File: src/rtl/digit_scan_sequencer.sv
// Four-bit code sequencer for a 4-to-16 display decoder: free-running scan
// under a prescaler, or single-step advance from a debounced pushbutton.
module digit_scan_sequencer #(
    parameter int PRESCALE = 50000,
    parameter int LAST     = 15,
    parameter int BLANK    = 4
) (
    input  logic clk,
    input  logic reset_n,
    input  logic run,
    input  logic step,
    input  logic dir,
    output logic A,
    output logic B,
    output logic C,
    output logic D,
    output logic enable,
    output logic wrap
);

    localparam int            PW    = $clog2(PRESCALE);
    localparam logic [PW-1:0] PMAX  = PW'(PRESCALE - 1);
    localparam logic [3:0]    LAST4 = 4'(LAST);

    typedef enum logic [1:0] {IDLE, SCAN, HOLD} state_t;

    state_t        state;
    logic [3:0]    code;
    logic [PW-1:0] presc;
    logic          sync1, sync2, sync3, step_edge;

    // Returns {wrap, next code}; wrap is set when the code crosses LAST <-> 0.
    function automatic logic [4:0] next_code(input logic [3:0] cur, input logic down);
        if (down)
            return (cur == 4'd0) ? {1'b1, LAST4} : {1'b0, cur - 4'd1};
        else
            return (cur == LAST4) ? 5'b1_0000 : {1'b0, cur + 4'd1};
    endfunction

    assign {D, C, B, A} = code;

    // NOTE: every register here is assigned with <= so all flops update from
    // the same pre-edge values; a blocking = would let later lines see new state.
    always_ff @(posedge clk) begin
        if (!reset_n) begin
            state     <= IDLE;
            code      <= 4'd0;
            presc     <= '0;
            enable    <= 1'b0;
            wrap      <= 1'b0;
            sync1     <= 1'b0;
            sync2     <= 1'b0;
            sync3     <= 1'b0;
            step_edge <= 1'b0;
        end else begin
            sync1     <= step;
            sync2     <= sync1;
            sync3     <= sync2;
            step_edge <= sync2 & ~sync3;
            wrap      <= 1'b0;

            case (state)
                IDLE: begin
                    if (run) begin
                        state  <= SCAN;
                        presc  <= '0;
                        enable <= (BLANK == 0);
                    end else if (step_edge) begin
                        state       <= HOLD;
                        {wrap, code} <= next_code(code, dir);
                        enable      <= 1'b1;
                    end else begin
                        enable <= 1'b0;
                    end
                end

                SCAN: begin
                    if (!run) begin
                        state  <= HOLD;
                        enable <= 1'b1;
                    end else if (presc == PMAX) begin
                        presc        <= '0;
                        {wrap, code} <= next_code(code, dir);
                        enable       <= (BLANK == 0);
                    end else begin
                        presc  <= presc + 1'b1;
                        // enable reflects the prescaler value being loaded now
                        enable <= (int'(presc) + 1 >= BLANK);
                    end
                end

                HOLD: begin
                    if (run) begin
                        state  <= SCAN;
                        presc  <= '0;
                        enable <= (BLANK == 0);
                    end else begin
                        enable <= 1'b1;
                        if (step_edge)
                            {wrap, code} <= next_code(code, dir);
                    end
                end

                default: begin
                    state  <= IDLE;
                    enable <= 1'b0;
                end
            endcase
        end
    end

endmodule

File: config.mk
export PLATFORM = sky130hd
export DESIGN_NAME = digit_scan_sequencer
export DESIGN_NICKNAME = d
export VERILOG_FILES = /design/src/rtl/digit_scan_sequencer.sv
export SDC_FILE = /design/constraint.sdc
export NUM_CORES = 1
export LEC_CHECK = 0
export BUFFER_PORTS_ARGS = -buffer_cell sky130_fd_sc_hd__buf_2
export CORE_MARGIN = 10
export CORE_UTILIZATION = 45
export DETAILED_ROUTE_END_ITERATION = 7
export GPL_ROUTABILITY_DRIVEN = 0
export PLACE_DENSITY = 0.6
export SLEW_MARGIN = 30
export SYNTH_ARGS = -nofsm -noshare
export SYNTH_HDL_FRONTEND = slang
export SYNTH_SLANG_ARGS = --single-unit
File: constraint.sdc
create_clock -name clk -period 3.83 [get_ports clk]
set_input_delay 0.9575 -clock clk [delete_from_list [all_inputs] [get_ports clk]]
set_output_delay 0.9575 -clock clk [all_outputs]
set_load 0.005 [all_outputs]
==> results of run 1 <==
## logic make-up (layout without fill, tap and decap cells)
group	after synthesis	count (layout)	share of synthesized area [%]
buffers and inverters	21	20	6.231
adder cells (fa/ha/maj)	3	3	2.200
AND/OR/NAND/NOR	100	100	33.36
AO/OA/AOI/OAI	49	49	19.57
multiplexers	2	2	1.173
flip-flops	28	28	32.84
XOR/XNOR	9	9	4.619
## Yosys cell counts (all sizes together) (2+ instances only)
| master | number |
|---|---|
| dfxtp | 28 |
| and2 | 5 |
| nand3 | 10 |
| xnor2 | 7 |
| a31oi | 9 |
| o22ai | 2 |
| buf | 11 |
| nor2b | 3 |
| a21oi | 8 |
| o211ai | 4 |
| and3 | 4 |
| inv | 6 |
| a211oi | 2 |
| ha | 3 |
| nor4b | 4 |
| nand4 | 5 |
| nand2b | 5 |
| or3 | 3 |
| a21boi | 3 |
| nor2 | 17 |
| clkbuf | 4 |
| or4 | 2 |
| o21ai | 7 |
| xor2 | 2 |
| nor3 | 6 |
| a41oi | 2 |
| a21o | 2 |
| a22oi | 2 |
| mux2i | 2 |
| nand2 | 28 |
| nor4 | 4 |
| and4 | 3 |
## routing by layer
layer | global-route usage (%) | part of all wire, % | up-vias
li1 | - | - | 768
met1 | 14.09 | 44 | 716
met2 | 21.25 | 51 | 25
met3 | 2.838 | 4.0 | 5
met4 | 4.252 | 1.3 | 0
met5 | 0 | 0 | -
## power by group
part           internal [W]  switching [W]  leakage (nW)  total (W)
Combinational     0.0000117      0.0000218         0.396  0.0000335
Sequential         0.000295     0.00000344         0.227   0.000298
Clock              0.000140      0.0000948        0.0357   0.000235
## through the flow
step           area (um2)  std cells
5_1_grt              1804        259
3_3_place_gp         1733        255
6_report             1804        259
4_1_cts              1804        259
3_5_place_dp         1733        255
2_1_floorplan        1707        212
## final timing paths
| kind | startpoint | endpoint | slack, ns |
|---|---|---|---|
| setup / recovery | reset_n | enable$_SDFF_PN0_ | 1.59 |
| hold reg to reg | sync3$_SDFF_PN0_ | step_edge$_SDFF_PN0_ | 0.39 |
| setup reg to reg | presc[0]$_SDFFE_PN0P_ | presc[3]$_SDFFE_PN0P_ | 1.76 |
| hold / removal | sync3$_SDFF_PN0_ | step_edge$_SDFF_PN0_ | 0.39 |
## cells in the final DEF, fill, tap and decap left out, types with 2 or more instances in the layout
cell      synthesis  final
nor4_1            2      2
clkbuf_8          0      3
a21boi_0          3      3
buf_2             9     10
o21ai_0           6      6
xor2_1            2      2
and3_1            4      4
xnor2_1           7      7
inv_1             6      6
mux2i_1           2      2
nand4_2           2      2
o22ai_1           2      2
a211oi_1          2      2
or4_1             2      2
a31oi_1           9      9
nand2_1          28     28
a22oi_1           2      2
dfxtp_1          28     28
nand4_1           3      3
or3_1             3      3
o211ai_1          4      4
nand2b_1          5      5
nor2_1           17     17
a21oi_1           8      8
a41oi_1           2      2
and4_1            2      2
nor2b_1           3      3
nor4b_1           3      3
and2_1            5      5
nand3_1          10     10
ha_1              3      3
nor3_1            5      5
## area by class of cell
cell class	instances	area (um2)	share of cell area, %
multi-input cells	163	1040	57.63
repair buffers	10	50.05	2.774
flip-flops and latches	28	560.5	31.07
inverters	6	22.52	1.248
clock inverters	1	30.03	1.664
well taps	48	60.06	3.329
clock buffers	3	41.29	2.288
## sequential cells by signal, indices dropped and copies added, names as in the netlist
signal     cells
code           4
enable         1
presc         16
state          2
step_edge      1
sync1          1
sync2          1
sync3          1
wrap           1
==> run_results.csv, run 1 <==
group,metric,value,unit
power,pwr_density_cell,314.1,nW/um2
critical_path,required,4.04,ns
critical_path,crit_arrival,2.44,ns
sta,fmaxAchievable,447.3,MHz
global_routing,grt_usage,12.11,%
sta,drv_slew,0,
floorplan,die_y,81.59,um
critical_path,end_kind,"register",
detailed_routing,drt_iter0_markers,119,
clocking,clock_path_buffers,2,
clocking,cts_inserted_buffers,3,
synthesis,synth_async_sr_flop_share,0,%
critical_path,crit_top_cell,"nor4b_1",
synthesis,avgSynthCellArea,8.050,um2
floorplan,io_pins,11,
sta,holdWs,0.3946,ns
sta,setup_ws,1.594,ns
clocking,clock-sinks,28,
sta,hold_viol_final,0,
detailed_routing,drt-wirelength-per-cell,14.81,um
floorplan,die_area,6656,um2
global_routing,grt-ovfl-total,0,
detailed_routing,drc,0,
clocking,ctsHoldBuffers,0,
synthesis,netlist_area,1707,um2
critical_path,worstPathCellList,"buf_2, inv_1, nor4b_1, nor2_1, nor4b_1, a41oi_1",
critical_path,path_depth,6,
global_routing,grt_pass1_vias,1380,
run,maxCapViolCount,0,
power,ir_drop,0.0001458,V
synthesis,synth_top_area_share,32.84,%
critical_path,ff2ff_path_depth,6,
global_routing,grt_pass1_wl,6444,um
clocking,clkTransAtPathRegs,0.10,ns
critical_path,cp_slowest_stage_delay,0.56,ns
clocking,postCtsSetupBuffers,0,
synthesis,synth_area_leaders,"dfxtp_1, nand2_1, nor2_1",
sta,setup_tns,0,ns
clocking,clk_latency,0.28,ns
outcome,status,"finished, final reports clean",
floorplan,core-area,3661,um2
sta,min_period,2.236,ns
detailed_routing,drtAntennaViolNets,0,
critical_path,critPathKind,"in2reg",
power,p_leak,0.6586,nW
clocking,cts-htree-levels,1,
place,pre_cts_ws,1.340,ns
floorplan,rows,22,
final_layout,final_nets,220,
power,finalPower,0.0005667,W
global_routing,antenna_found_initial,0,
sta,rsz0062_at_grt,"no",
floorplan,dieWidth,81.59,um
sta,period_share,58.38,%
clocking,cts_root_buf,"clkbuf_8",
synthesis,synth_flop_cell,"dfxtp_1",
hold_path,holdPathStages,1,
critical_path,startpoint_type,"input port",
synthesis,ys_seq_elements,28,
sta,slew_headroom,60.15,%
place,port_buffers,10,
sta,fin_worst_skew,0.004509,ns
sta,setup_viol,0,
clocking,ctsResizeCount,0,
detailed_routing,drt_first_pass_iters,4,
detailed_routing,vias,1514,
synthesis,synth_warnings,0,
sta,tightest_slew,0.5895,ns
place,place_hpwl,2864,um
synthesis,synth_top_area_cell,"dfxtp_1",
synthesis,syn-num-nets,220,
global_routing,grt_max_degree,17,
detailed_routing,routed_wl,3835,um
clocking,tritoncts,"yes",
final_layout,fillers,359,
hold_path,hold_class,"reg2reg",
synthesis,yosys.cell_types.count,51,
critical_path,cp_top_family,"simple AND/OR/NAND/NOR gates",
critical_path,path_max_fanout,16,
floorplan,initial_utilization,46.62,%
critical_path,cp.buffers_inverters,2,
final_layout,finalCoreUtilization,49.28,%
detailed_routing,viasPerCell,5.846,
synthesis,ys_seq_area_share,32.84,%
final_layout,antenna_cells,0,
critical_path,cp_slowest_cell,"nor4b_1",
final_layout,drive_above_1_share,10.43,%
final_layout,synthToLayoutAreaGrowth,5.718,%
synthesis,synthCells,212,
synthesis,synth-edff-count,0,
(Power assumes the default switching activity.)
==> inputs of run 2 (changes only) <==
- PLACE_DENSITY: 0.6 -> 0.62
- clock period: 3.83 -> 1.93 ns (I/O delays scaled with it)
==> run 2 against run 1 <==
Via count is 7.4% higher. Die area unchanged. Largest power group unchanged. Count of clock-buffer cells in the layout up 1. Sequential share of layout area decreased by 2.0 points. Largest cell class unchanged. Utilization increased by 3.4 points. Critical endpoint is now presc[11]$_SDFFE_PN0P_. Clock power rose by 57%. Clock skew down 0.0024 ns. First-iteration DRC count up 70%.
==> run_results.csv, run 2 (synthesis gave the netlist of run 1 again) <==
group,metric,value,unit
hold_path,holdPathStages,1,
critical_path,startpoint_type,"register",
final_layout,final_nets,235,
outcome,status,"finished, final reports clean",
power,finalPower,0.001040,W
final_layout,largest_reg_flops,16,
global_routing,grt_pass1_vias,1481,
critical_path,end_kind,"register",
clocking,ctsHoldBuffers,0,
floorplan,die_area,6656,um2
detailed_routing,drt-wirelength-per-cell,14.92,um
final_layout,antenna_cells,0,
final_layout,synthToLayoutAreaGrowth,13.05,%
floorplan,rows,22,
clocking,clk_latency,0.28,ns
floorplan,core-area,3661,um2
floorplan,initial_utilization,46.62,%
sta,period_share,93.36,%
global_routing,grt_usage,12.32,%
floorplan,dieWidth,81.59,um
sta,fin_worst_skew,0.002069,ns
clocking,clkTransAtPathRegs,0.09,ns
critical_path,cp_slowest_stage_delay,0.43,ns
place,placed_cells,269,
final_layout,fillers,348,
sta,tightest_slew,0.3670,ns
detailed_routing,drt_first_pass_iters,4,
clocking,cts-htree-levels,1,
clocking,tritoncts,"yes",
hold_path,worstHoldStart,"sync3$_SDFF_PN0_",
run,maxCapViolCount,0,
place,pre_cts_ws,0.03560,ns
detailed_routing,drc,0,
critical_path,rrSetupSlack,0.13,ns
final_layout,largest_registers,"presc (16), code (4), state (2)",
hold_path,min_to,"step_edge$_SDFF_PN0_",
sta,min_period,1.802,ns
sta,hold_viol_final,0,
detailed_routing,drtAntennaViolNets,0,
sta,setup_viol,0,
clocking,cts_inserted_buffers,3,
place,dpl_cell_area,1838,um2
clocking,clock_path_buffers,2,
critical_path,path_max_fanout,10,
power,pwr_density_cell,538.9,nW/um2
final_layout,stdcell_count,274,
floorplan,die_y,81.59,um
final_layout,top_register,"presc",
clocking,clock-sinks,28,
power,ir_drop,0.0003720,V
hold_path,hold_class,"reg2reg",
final_layout,layout_common_cells,"nand2_1, dfxtp_1, nor2_1",
critical_path,cp_slowest_cell,"dfxtp_1",
final_layout,seq_area,560.5,um2
clocking,cts_root_buf,"clkbuf_8",
power,p_leak,0.7244,nW
final_layout,multiInputGateArea,1069,um2
sta,holdWs,0.3892,ns
critical_path,crit_arrival,1.96,ns
detailed_routing,drt_iter0_markers,202,
place,place_hpwl,2974,um
sta,fmaxAchievable,555.0,MHz
global_routing,grt-ovfl-total,0,
global_routing,antenna_found_initial,0,
critical_path,ff2ff_path_depth,6,
sta,slew_headroom,75.34,%
critical_path,worstPathCellList,"ha_4, and3_1, nand4_2, and4_2, a41oi_1, a31oi_1",
global_routing,grt_max_degree,16,
sta,drv_slew,0,
floorplan,io_pins,11,
final_layout,fin_area,1929,um2
detailed_routing,vias,1626,
critical_path,required,2.09,ns
final_layout,drive_above_1_share,18.58,%
detailed_routing,routed_wl,4089,um
critical_path,critPathKind,"reg2reg",
critical_path,r2r-start,"presc[1]$_SDFFE_PN0P_",
critical_path,r2r_end,"presc[11]$_SDFFE_PN0P_",
place,port_buffers,10,
detailed_routing,viasPerCell,5.934,
global_routing,grt_pass1_wl,6713,um
sta,setup_ws,0.1282,ns
-- run 2: changes by cell type in the layout (fill, tap and decap cells not counted) --
cell / change
buf_4: +15
and3_1: -1
o21a_2: +1
and3_4: +1
nor3_1: -2
clkbuf_8: +1
ha_1: -1
bufinv_16: -1
o21a_1: -1
ha_4: +1
nor3_2: +2
-- run 2: cell type report --
cell class                      instances  share of cell area (%)
Sequential cell                        28                   29.05
Inverter                                6                   1.167
Multi-Input combinational cell        163                   55.38
Timing Repair Buffer                   25                   8.431
Tap cell                               48                   3.113
Clock buffer                            4                   2.853
-- run 2: routing by layer --
metal | routed length, um | track usage [%] | vias up | share of wire, %
met5 | 0 | 0 | - | 0
met1 | 1825 | 15.33 | 758 | 45
met4 | 115 | 6.122 | 0 | 2.8
li1 | - | - | 792 | -
met2 | 1913 | 20.22 | 63 | 47
met3 | 235 | 1.965 | 13 | 5.7
-- run 2: report_power, final --
part | internal, W | total, W | switching, W
Clock | 0.000183 | 0.000370 | 0.000187
Combinational | 0.0000304 | 0.0000781 | 0.0000477
Sequential | 0.000585 | 0.000592 | 0.00000645
-- run 2: critical path: cells and delay by family, from the launching register on --
family | cells | cell delay [ns]
DFF | 1 | 0.43
AOI/OAI and AO/OA | 2 | 0.29
adders and majority gates | 1 | 0.19
and+or+nand+nor | 3 | 0.76
-- run 2: what timing repair did --
action,CTS,global route
resized for setup,0,7
setup endpoints to repair,0,17
buffers inserted,0,1
hold endpoints to repair,0,0
-- run 2: how the worst max path moves through the flow --
stage,startpoint,slack (ns),cells past startpoint,to
CTS,presc[1]$_SDFFE_PN0P_,0.01,6,presc[3]$_SDFFE_PN0P_
global route,presc[1]$_SDFFE_PN0P_,-0.003,6,presc[11]$_SDFFE_PN0P_
finish,presc[1]$_SDFFE_PN0P_,0.13,6,presc[11]$_SDFFE_PN0P_
floorplan,presc[0]$_SDFFE_PN0P_,0.15,7,presc[3]$_SDFFE_PN0P_
global placement,presc[1]$_SDFFE_PN0P_,0.11,6,presc[3]$_SDFFE_PN0P_
detailed placement,presc[1]$_SDFFE_PN0P_,0.04,6,presc[3]$_SDFFE_PN0P_
-- run 2: stage by stage --
stage / setup TNS, ns / util (%)
after floorplan: 0 / -
after global placement: 0 / 50.21
after detailed placement: 0 / 50.21
after CTS: 0 / 51.71
after global routing: -0.002772 / 52.70
final: 0 / 52.70
